<file path="config.mk">
export PLATFORM = sky130hd
export DESIGN_NAME = prog_loader
export DESIGN_NICKNAME = d
export VERILOG_FILES = /design/src/rtl/prog_loader_pkg.sv /design/src/rtl/prog_loader_word_assembler.sv /design/src/rtl/prog_loader.sv
export SDC_FILE = /design/constraint.sdc
export NUM_CORES = 1
export LEC_CHECK = 0
export BUFFER_PORTS_ARGS = -buffer_cell sky130_fd_sc_hd__buf_2
export CORE_MARGIN = 10
export CORE_UTILIZATION = 40
export DETAILED_ROUTE_END_ITERATION = 10
export PLACE_DENSITY_LB_ADDON = 0.1
export SYNTH_ARGS = -nofsm -noshare
export SYNTH_HDL_FRONTEND = slang
export SYNTH_SLANG_ARGS = --single-unit
</file>
<file path="constraint.sdc">
create_clock -name clk_i -period 6.4 [get_ports clk_i]
set_input_delay 1.28 -clock clk_i [delete_from_list [all_inputs] [get_ports clk_i]]
set_output_delay 1.28 -clock clk_i [all_outputs]
set_load 0.02 [all_outputs]
</file>
<file path="src/rtl/prog_loader_pkg.sv">
// Shared definitions for the instruction-memory boot loader: FSM states,
// checksum width and the bytes-per-word derivation.
package prog_loader_pkg;

    typedef enum logic [2:0] {
        ST_IDLE  = 3'd0,
        ST_LEN   = 3'd1,
        ST_DATA  = 3'd2,
        ST_CSUM  = 3'd3,
        ST_DONE  = 3'd4,
        ST_ERROR = 3'd5
    } state_t;

    localparam int CSUM_W = 8;

    function automatic int bpw(input int data_w);
        return data_w / 8;
    endfunction

endpackage

</file>
<file path="src/rtl/prog_loader_word_assembler.sv">
// Purpose: shift little-endian bytes into a memory word, pulse when the word is complete.
// Latency: word_vld_o one cycle after the word's last byte is accepted.
// Backpressure: none; the caller only strobes byte_vld_i on accepted bytes.
module prog_loader_word_assembler
    import prog_loader_pkg::*;
#(
    parameter int DATA_W = 32
) (
    input  logic              clk_i,
    input  logic              reset_i,
    input  logic              clr_i,
    input  logic              byte_vld_i,
    input  logic [7:0]        byte_dat_i,
    output logic              last_o,
    output logic              word_vld_o,
    output logic [DATA_W-1:0] word_o
);

    localparam int BPW   = bpw(DATA_W);
    localparam int CNT_W = (BPW > 1) ? $clog2(BPW) : 1;

    logic [CNT_W-1:0]  cnt_q;
    logic [DATA_W-1:0] sh_q;
    logic [DATA_W-1:0] sh_nxt;

    assign last_o = (cnt_q == CNT_W'(BPW - 1));

    // New bytes enter at the top so the first byte ends up in the LSBs.
    if (BPW > 1) begin : g_shift
        assign sh_nxt = {byte_dat_i, sh_q[DATA_W-1:8]};
    end else begin : g_single
        assign sh_nxt = byte_dat_i;
    end

    always_ff @(posedge clk_i or negedge reset_i) begin
        if (!reset_i) begin
            cnt_q      <= '0;
            sh_q       <= '0;
            word_o     <= '0;
            word_vld_o <= 1'b0;
        end else begin
            word_vld_o <= 1'b0;
            if (clr_i) begin
                cnt_q <= '0;
                sh_q  <= '0;
            end else if (byte_vld_i) begin
                sh_q <= sh_nxt;
                if (last_o) begin
                    cnt_q      <= '0;
                    word_o     <= sh_nxt;
                    word_vld_o <= 1'b1;
                end else begin
                    cnt_q <= cnt_q + CNT_W'(1);
                end
            end
        end
    end

endmodule

</file>
<file path="src/rtl/prog_loader.sv">
// Purpose: framed byte-stream loader (length, words, checksum) into instruction memory; holds the core until a clean load.
// Latency: start->rx_ready 1 cycle; last data byte->mem_wen 1 cycle; checksum byte->done/core release 1 cycle.
// Backpressure: rx_ready_o is a pure state decode; up to 1 byte/cycle, gaps on rx_valid_i simply stall the frame.
module prog_loader
    import prog_loader_pkg::*;
#(
    parameter int ADDR_W    = 11,
    parameter int DATA_W    = 32,
    parameter int LEN_W     = 16,
    parameter int BASE_ADDR = 0
) (
    input  logic              clk_i,
    input  logic              reset_i,
    input  logic              start_i,
    input  logic [7:0]        rx_data_i,
    input  logic              rx_valid_i,
    output logic              rx_ready_o,
    output logic [ADDR_W-1:0] mem_addr_o,
    output logic [DATA_W-1:0] mem_data_o,
    output logic              mem_wen_o,
    output logic              core_reset_o,
    output logic              busy_o,
    output logic              done_o,
    output logic              err_o,
    output logic [LEN_W-1:0]  words_o
);

    localparam int BPW    = bpw(DATA_W);
    localparam int LB     = LEN_W / 8;
    localparam int LCNT_W = (LB > 1) ? $clog2(LB) : 1;
    localparam int PW     = LEN_W + ADDR_W + 2;
    localparam int LW1    = LEN_W + 1;
    localparam logic [PW-1:0] CAP_BYTES = (PW'(1) << ADDR_W) - PW'(BASE_ADDR);

    state_t              state_q, state_nxt;
    logic [LCNT_W-1:0]   len_cnt_q;
    logic [LEN_W-1:0]    n_q, n_full;
    logic [CSUM_W-1:0]   csum_q, csum_nxt;
    logic [LEN_W-1:0]    words_q;
    logic [ADDR_W-1:0]   addr_q;
    logic                byte_acc, sess_go, len_last, oversize, last_word;
    logic                asm_last, word_vld;
    logic [PW-1:0]       need_bytes;

    assign byte_acc   = rx_valid_i && rx_ready_o;
    assign sess_go    = start_i && (state_q inside {ST_IDLE, ST_DONE, ST_ERROR});
    assign len_last   = (len_cnt_q == LCNT_W'(LB - 1));
    assign csum_nxt   = csum_q + rx_data_i;
    assign need_bytes = PW'(n_full) * PW'(BPW);
    assign oversize   = need_bytes > CAP_BYTES;
    // words_q already counts every word whose last byte has been accepted.
    assign last_word  = (LW1'(words_q) + LW1'(1)) == LW1'(n_q);

    if (LB > 1) begin : g_len_shift
        assign n_full = {rx_data_i, n_q[LEN_W-1:8]};
    end else begin : g_len_byte
        assign n_full = rx_data_i;
    end

    prog_loader_word_assembler #(
        .DATA_W (DATA_W)
    ) u_asm (
        .clk_i      (clk_i),
        .reset_i    (reset_i),
        .clr_i      (sess_go),
        .byte_vld_i (byte_acc && (state_q == ST_DATA)),
        .byte_dat_i (rx_data_i),
        .last_o     (asm_last),
        .word_vld_o (word_vld),
        .word_o     (mem_data_o)
    );

    always_ff @(posedge clk_i or negedge reset_i) begin
        if (!reset_i) state_q <= ST_IDLE;
        else          state_q <= state_nxt;
    end

    always_comb begin
        state_nxt = state_q;
        case (state_q)
            ST_IDLE, ST_DONE, ST_ERROR: if (start_i) state_nxt = ST_LEN;
            ST_LEN: if (byte_acc && len_last) begin
                if (oversize)          state_nxt = ST_ERROR;
                else if (n_full == '0) state_nxt = ST_CSUM;
                else                   state_nxt = ST_DATA;
            end
            ST_DATA: if (byte_acc && asm_last && last_word) state_nxt = ST_CSUM;
            ST_CSUM: if (byte_acc) state_nxt = (csum_nxt == '0) ? ST_DONE : ST_ERROR;
            default: state_nxt = ST_IDLE;
        endcase
    end

    always_comb begin
        rx_ready_o   = 1'b0;
        busy_o       = 1'b0;
        done_o       = 1'b0;
        err_o        = 1'b0;
        core_reset_o = 1'b0;
        case (state_q)
            ST_LEN, ST_DATA, ST_CSUM: begin
                rx_ready_o = 1'b1;
                busy_o     = 1'b1;
            end
            ST_DONE: begin
                done_o       = 1'b1;
                core_reset_o = 1'b1;
            end
            ST_ERROR: err_o = 1'b1;
            default: ;
        endcase
    end

    always_ff @(posedge clk_i or negedge reset_i) begin
        if (!reset_i) begin
            len_cnt_q <= '0;
            n_q       <= '0;
            csum_q    <= '0;
            words_q   <= '0;
            addr_q    <= ADDR_W'(BASE_ADDR);
        end else if (sess_go) begin
            len_cnt_q <= '0;
            n_q       <= '0;
            csum_q    <= '0;
            words_q   <= '0;
            addr_q    <= ADDR_W'(BASE_ADDR);
        end else begin
            if (byte_acc) csum_q <= csum_nxt;
            if (byte_acc && state_q == ST_LEN) begin
                n_q       <= n_full;
                len_cnt_q <= len_last ? '0 : len_cnt_q + LCNT_W'(1);
            end
            // Counted on the same edge that raises mem_wen_o.
            if (byte_acc && state_q == ST_DATA && asm_last) words_q <= words_q + LEN_W'(1);
            if (word_vld) addr_q <= addr_q + ADDR_W'(BPW);
        end
    end

    assign mem_wen_o  = word_vld;
    assign mem_addr_o = addr_q;
    assign words_o    = words_q;

endmodule

</file>
==> impl_metrics.env, run 1 <==
export IMPL_fmax_ghz=0.273
export IMPL_cp_max_fo=56
export IMPL_vdd_drop_max_mv=0.177
export IMPL_drc=0
export IMPL_vias=4435
export IMPL_final_nets=691
export IMPL_die_h_um=137
export IMPL_cts_buffers=9
export IMPL_postCtsSetupBuffers=0
export IMPL_synth_enable_flop_cells=0
export IMPL_path_class="in2reg"
export IMPL_slew_headroom=0.306
export IMPL_std_cell_rows=42
export IMPL_hold_viol=0
export IMPL_maxSlewViolCount=0
export IMPL_grt_pass1_vias=4476
export IMPL_worst_pin_slew_ns=1.04
export IMPL_path_cells="buf_2 -> nor4bb_4 -> buf_4 -> nand2_2 -> clkinv_1 -> nor2_1 -> o21ai_0 -> o31ai_1"
export IMPL_core_um2=13300
export IMPL_cts_resized_gates=0
export IMPL_cts_sinks=112
export IMPL_grt_overflow_total=0
export IMPL_area_growth_syn_to_layout_pct=14.7
export IMPL_yosysSeqAreaShare=0.510
export IMPL_power_density_nw_per_um2=301
export IMPL_fill_cells=1334
export IMPL_yosysWarningCount=0
export IMPL_slowest_stage="nand2_2"
export IMPL_clockBufferDepth=2
export IMPL_vias_per_cell=5.22
export IMPL_finClkSkew_ns=0.00488
export IMPL_cts_root_buf="clkbuf_16"
export IMPL_rsz0062_at_grt="false"
export IMPL_diodes=0
export IMPL_grt_antenna_before_repair=0
export IMPL_start_kind="input port"
export IMPL_grt_pass1_wl_mm=23.3
export IMPL_wl_per_cell_um=16.5
export IMPL_worstSkewPairLatency_ns=0.35
export IMPL_synth_ff_type="dfrtp_1"
export IMPL_maxCapViolations=0
export IMPL_routed_wirelength_mm=14.0
export IMPL_fin_crit_ns=3.67
export IMPL_endpoint_kind="flop"
export IMPL_dieWidth_um=137
export IMPL_globalplace_congestion=0.865
export IMPL_required_ns=6.66
export IMPL_ctsHoldBuffers=0
export IMPL_cts_tree="done"
export IMPL_synthArstFlopShare=1.00
export IMPL_drive_gt1_frac=0.158
export IMPL_ys_seq_elements=112
export IMPL_slowest_delay_ns=0.78
export IMPL_timing_final_crit_share=0.573
export IMPL_setup_viol=0
export IMPL_hpwlAfterDp_mm=9.60
export IMPL_gr_usage_all_layers=0.153
export IMPL_syn_cell_area_um2=5490
export IMPL_final_util=0.472
export IMPL_leakage_nw=3.14
export IMPL_hp_class="reg2reg"
export IMPL_status="finished, final reports clean"
export IMPL_io_pins=77
export IMPL_start_util=0.412
export IMPL_clk_pin_slew_worst_paths_ns=0.07
export IMPL_cp_arrival_ns=3.93
export IMPL_ys_types=53
export IMPL_postSynthCellCount=608
export IMPL_setup_tns_ns=0
export IMPL_critPathBufInv=3
export IMPL_drt_iter0_markers=351
export IMPL_first_pass_iters=4
export IMPL_grt_start_max_net_pins=73
export IMPL_die_area_um2=18800
export IMPL_syn_avg_cell_area_um2=9.04
export IMPL_ant_nets=0
export IMPL_critPathTopFamily="simple AND/OR/NAND/NOR gates"
export IMPL_numPortBuffers=74
export IMPL_htreeDepth=3
synth_stat cells (2+ instances only):
cell / number / area (µm²)
nor3_1: 6 / 30.0
a22o_1: 15 / 131
o41a_1: 2 / 22.5
dfrtp_1: 112 / 2800
nor4_1: 9 / 56.3
xnor2_1: 23 / 201
ha_1: 10 / 125
nor3b_1: 5 / 37.5
o21ai_0: 32 / 160
nor4_2: 2 / 25.0
inv_1: 5 / 18.8
or3b_2: 2 / 17.5
mux2i_1: 3 / 30.0
buf_1: 2 / 7.51
nand4_1: 4 / 25.0
a211oi_1: 3 / 22.5
a21oi_1: 37 / 185
nor2b_1: 6 / 37.5
buf_2: 3 / 15.0
clkbuf_1: 21 / 78.8
and3_1: 3 / 18.8
nand2_1: 184 / 691
buf_4: 5 / 37.5
a31oi_1: 2 / 12.5
or4_1: 2 / 15.0
nor2_1: 41 / 154
nand3_1: 22 / 110
o31ai_1: 8 / 60.1
xor2_1: 14 / 123
and2_1: 2 / 12.5
cell usage in the layout, fill, tap and decap left out, types with 4 or more instances in the layout:
master,synthesis,routed
nand2_1,184,183
dfrtp_1,112,112
buf_2,3,73
nor2_1,41,41
a21oi_1,37,37
o21ai_0,32,32
xnor2_1,23,23
nand3_1,22,22
a22o_1,15,15
xor2_1,14,14
ha_1,10,10
nor4_1,9,9
clkbuf_16,0,9
o31ai_1,8,8
nor2b_1,6,6
nor3_1,6,6
buf_4,5,6
inv_1,5,5
nand4_1,4,4
nor3b_1,5,4
cells by family (layout without fill, tap and decap cells):
kind of cell    count (synthesis)  after routing  share of synthesized area
compound gates                109            109                      0.124
xor+xnor                       37             37                     0.0590
fa+ha+maj                      11             11                     0.0264
buf+inv                        37            101                     0.0294
flops                         112            112                      0.510
mux                             3              3                    0.00547
other cells                     1              2                   0.000683
simple gates                  298            298                      0.245
worst min-delay path, stage by stage, from the launching register on:
cell	delay, ns
dfrtp_1	0.34
nand2_1	0.05
nand2_1	0.06
per-layer routing:
metal | up-vias | GRT usage | wire length (µm)
met4 | 0 | 0.0585 | 215
met5 | - | 0 | 0
li1 | 2188 | - | -
met1 | 2140 | 0.212 | 6740
met3 | 17 | 0.0371 | 791
met2 | 90 | 0.224 | 6240
sequential cells by signal (all words and copies together) (netlist names):
name / flops
u_asm.word_o: 32
words_o: 16
u_asm.sh_q: 24
state_q: 3
u_asm.cnt_q: 2
mem_addr_o: 9
len_cnt_q: 1
u_asm.word_vld_o: 1
n_q: 16
csum_q: 8
through the flow:
stage	setup WS [ns]	cell area, µm²	instances	total power, mW	hold WS (ns)
after detailed placement	2.29	6010	833	1.36	0.457
after global placement	2.45	6010	833	1.34	0.454
after floorplan	2.99	5500	609	1.22	0.439
after CTS	2.68	6300	849	1.92	0.475
after global routing	2.33	6300	849	2.02	0.501
final	2.73	6300	849	1.90	0.473
final cells by class:
| cell class | instances | area [µm²] | area share |
|---|---|---|---|
| Sequential cell | 112 | 2800 | 0.445 |
| Multi-Input combinational cell | 460 | 2560 | 0.406 |
| Timing Repair Buffer | 79 | 410 | 0.0651 |
| Clock buffer | 12 | 256 | 0.0407 |
| Tap cell | 176 | 220 | 0.0349 |
| Clock inverter | 4 | 33.8 | 0.00536 |
| Inverter | 6 | 22.5 | 0.00357 |
report_power, final:
| group | switching, mW | internal, mW | total (mW) |
|---|---|---|---|
| sequential | 0.0857 | 0.779 | 0.865 |
| clock | 0.266 | 0.290 | 0.556 |
| combinational | 0.277 | 0.202 | 0.478 |
worst paths after layout:
check                                 startpoint          endpoint  slack, ns  cells after the start
worst max-delay path                  rx_valid_i       words_o[12]       2.73                      8
worst min-delay path            u_asm.word_o[10]  u_asm.word_o[10]       0.47                      2
worst max register to register        state_q[1]       words_o[12]       3.19                      7
worst min register to register  u_asm.word_o[10]  u_asm.word_o[10]       0.47                      2
max in group asynchronous                reset_i    u_asm.sh_q[11]       4.25                      2
min in group asynchronous                reset_i       words_o[10]       1.07                      1
No activity file was read; power rests on OpenSTA's default activity.
==> run 2: changes to the inputs <==
clock period = 3.1 ns   (was 6.4 ns; I/O delays follow)
==> run 2 against run 1 <==
  * Routed wire length is 1.6% higher
  * Critical path depth stayed put
  * Register-to-register slack worse by 2.8 ns
  * Critical path type is now reg2reg
==> impl_metrics.env, run 2 (synthesized netlist as in run 1, its figures left out) <==
export IMPL_status="finished, final reports clean"
export IMPL_setup_tns_ns=0
export IMPL_seqPwrFrac=0.445
export IMPL_gr_usage_all_layers=0.159
export IMPL_area_growth_syn_to_layout_pct=16.1
export IMPL_p_clk_frac=0.305
export IMPL_setup_viol=0
export IMPL_worstSkewPairLatency_ns=0.36
export IMPL_final_nets=697
export IMPL_finClkSkew_ns=0.0110
export IMPL_cts_buffers=9
export IMPL_cp_arrival_ns=2.91
export IMPL_postCtsSetupBuffers=0
export IMPL_diodes=0
export IMPL_wl_per_cell_um=16.6
export IMPL_die_area_um2=18800
export IMPL_fin_hold_ws_ns=0.302
export IMPL_std_cell_rows=42
export IMPL_clockBufferDepth=2
export IMPL_final_common_cell="nand2_1"
export IMPL_netSwitchingPower_mw=1.33
export IMPL_maxSlewViolCount=0
export IMPL_vias_per_cell=5.25
export IMPL_multi_input_area_um2=2560
export IMPL_endpoint_kind="flop"
export IMPL_fill_cells=1352
export IMPL_swShare=0.330
export IMPL_leakage_nw=3.19
export IMPL_vias=4488
export IMPL_largest_reg_flops=32
export IMPL_required_ns=3.34
export IMPL_post_route_cell_area_um2=6380
export IMPL_drive_gt1_frac=0.166
export IMPL_internal_power_mw=2.70
export IMPL_grt_overflow_total=0
export IMPL_dieWidth_um=137
export IMPL_first_pass_iters=4
export IMPL_cts_resized_gates=0
export IMPL_mostFrequentLayoutCells="nand2_1 (183), dfrtp_1 (112), buf_2 (73), nor2_1 (41), a21oi_1 (37)"
export IMPL_io_pins=77
export IMPL_timing_final_crit_share=0.859
export IMPL_path_class="reg2reg"
export IMPL_cts_tree="done"
export IMPL_top_register="u_asm.word_o"
export IMPL_drc=0
export IMPL_power_density_nw_per_um2=631
export IMPL_p_comb_frac=0.250
export IMPL_rsz0062_at_grt="false"
export IMPL_pre_cts_ws_ns=0.0669
export IMPL_fmax_ghz=0.375
export IMPL_hp_class="in2async"
export IMPL_worst_pin_slew_ns=0.910
export IMPL_grt_antenna_before_repair=0
export IMPL_maxCapViolations=0
export IMPL_setup_slack_ns=0.437
export IMPL_clk_pin_slew_worst_paths_ns=0.08
export IMPL_reg_top3="u_asm.word_o x32, u_asm.sh_q x24"
export IMPL_hold_viol=0
export IMPL_die_h_um=137
export IMPL_fin_crit_ns=2.66
export IMPL_regToRegSetupSlack_ns=0.44
export IMPL_grt_start_max_net_pins=56
export IMPL_slew_headroom=0.391
export IMPL_grt_pass1_vias=4476
export IMPL_hpwlAfterDp_mm=10.0
export IMPL_ctsHoldBuffers=0
export IMPL_grt_pass1_wl_mm=24.0
export IMPL_htreeDepth=3
export IMPL_ant_nets=0
export IMPL_numPortBuffers=74
export IMPL_routed_wirelength_mm=14.2
export IMPL_globalplace_congestion=0.862
export IMPL_seq_area_um2=2800
export IMPL_drt_iter0_markers=311
export IMPL_cts_sinks=112
export IMPL_cts_root_buf="clkbuf_16"
export IMPL_start_util=0.412
export IMPL_vdd_drop_max_mv=0.367
export IMPL_start_kind="flop"
export IMPL_cp_max_fo=3
export IMPL_core_um2=13300
export IMPL_dpl_instance_area_um2=6070
-- run 2: routing by layer --
metal | up-vias | GRT usage | part of all wire
li1 | 2199 | - | -
met1 | 2149 | 0.216 | 0.47
met2 | 125 | 0.239 | 0.45
met3 | 15 | 0.0375 | 0.071
met4 | 0 | 0.0609 | 0.017
met5 | - | 0 | 0
-- run 2: power by group through the flow --
stage | combinational, mW | clock [mW] | sequential [mW]
floorplan | 0.768 | 0 | 1.74
global placement | 0.987 | 0 | 1.82
detailed placement | 1.00 | 0 | 1.82
CTS | 1.01 | 1.27 | 1.79
global route | 1.13 | 1.32 | 1.81
finish | 1.01 | 1.23 | 1.79
-- run 2: final cells by class --
cell class | count | share of cell area
timing repair buffer | 85 | 0.0733
clock buffer | 10 | 0.0375
sequential | 112 | 0.439
inverter | 6 | 0.00353
multi-input combinational | 460 | 0.401
clock inverter | 6 | 0.0114
tap | 176 | 0.0345
-- run 2: per-stage QoR --
stage | instances | total power, mW | util
6_report | 855 | 4.03 | 0.478
5_1_grt | 855 | 4.27 | 0.478
4_1_cts | 855 | 4.07 | 0.478
3_5_place_dp | 839 | 2.83 | 0.455
3_3_place_gp | 839 | 2.80 | 0.455
2_1_floorplan | 609 | 2.51 | -
-- run 2: final timing paths --
| check | from | endpoint | cells past startpoint |
|---|---|---|---|
| setup / recovery | csum_q[0] | state_q[0] | 8 |
| hold / removal | reset_i | words_o[14] | 1 |
| setup reg to reg | csum_q[0] | state_q[0] | 8 |
| hold reg to reg | u_asm.word_o[12] | u_asm.word_o[12] | 2 |
| max in group asynchronous | reset_i | n_q[4] | 2 |
| min in group clk_i | u_asm.word_o[12] | u_asm.word_o[12] | 2 |
-- run 2: worst max-delay path, stage by stage, from the launching register on --
cell	delay (ns)
dfrtp_1	0.38
ha_1	0.21
fa_1	0.41
a211oi_1	0.32
or3b_2	0.18
nand3_1	0.08
or4_1	0.52
o31a_1	0.26
o32a_1	0.17
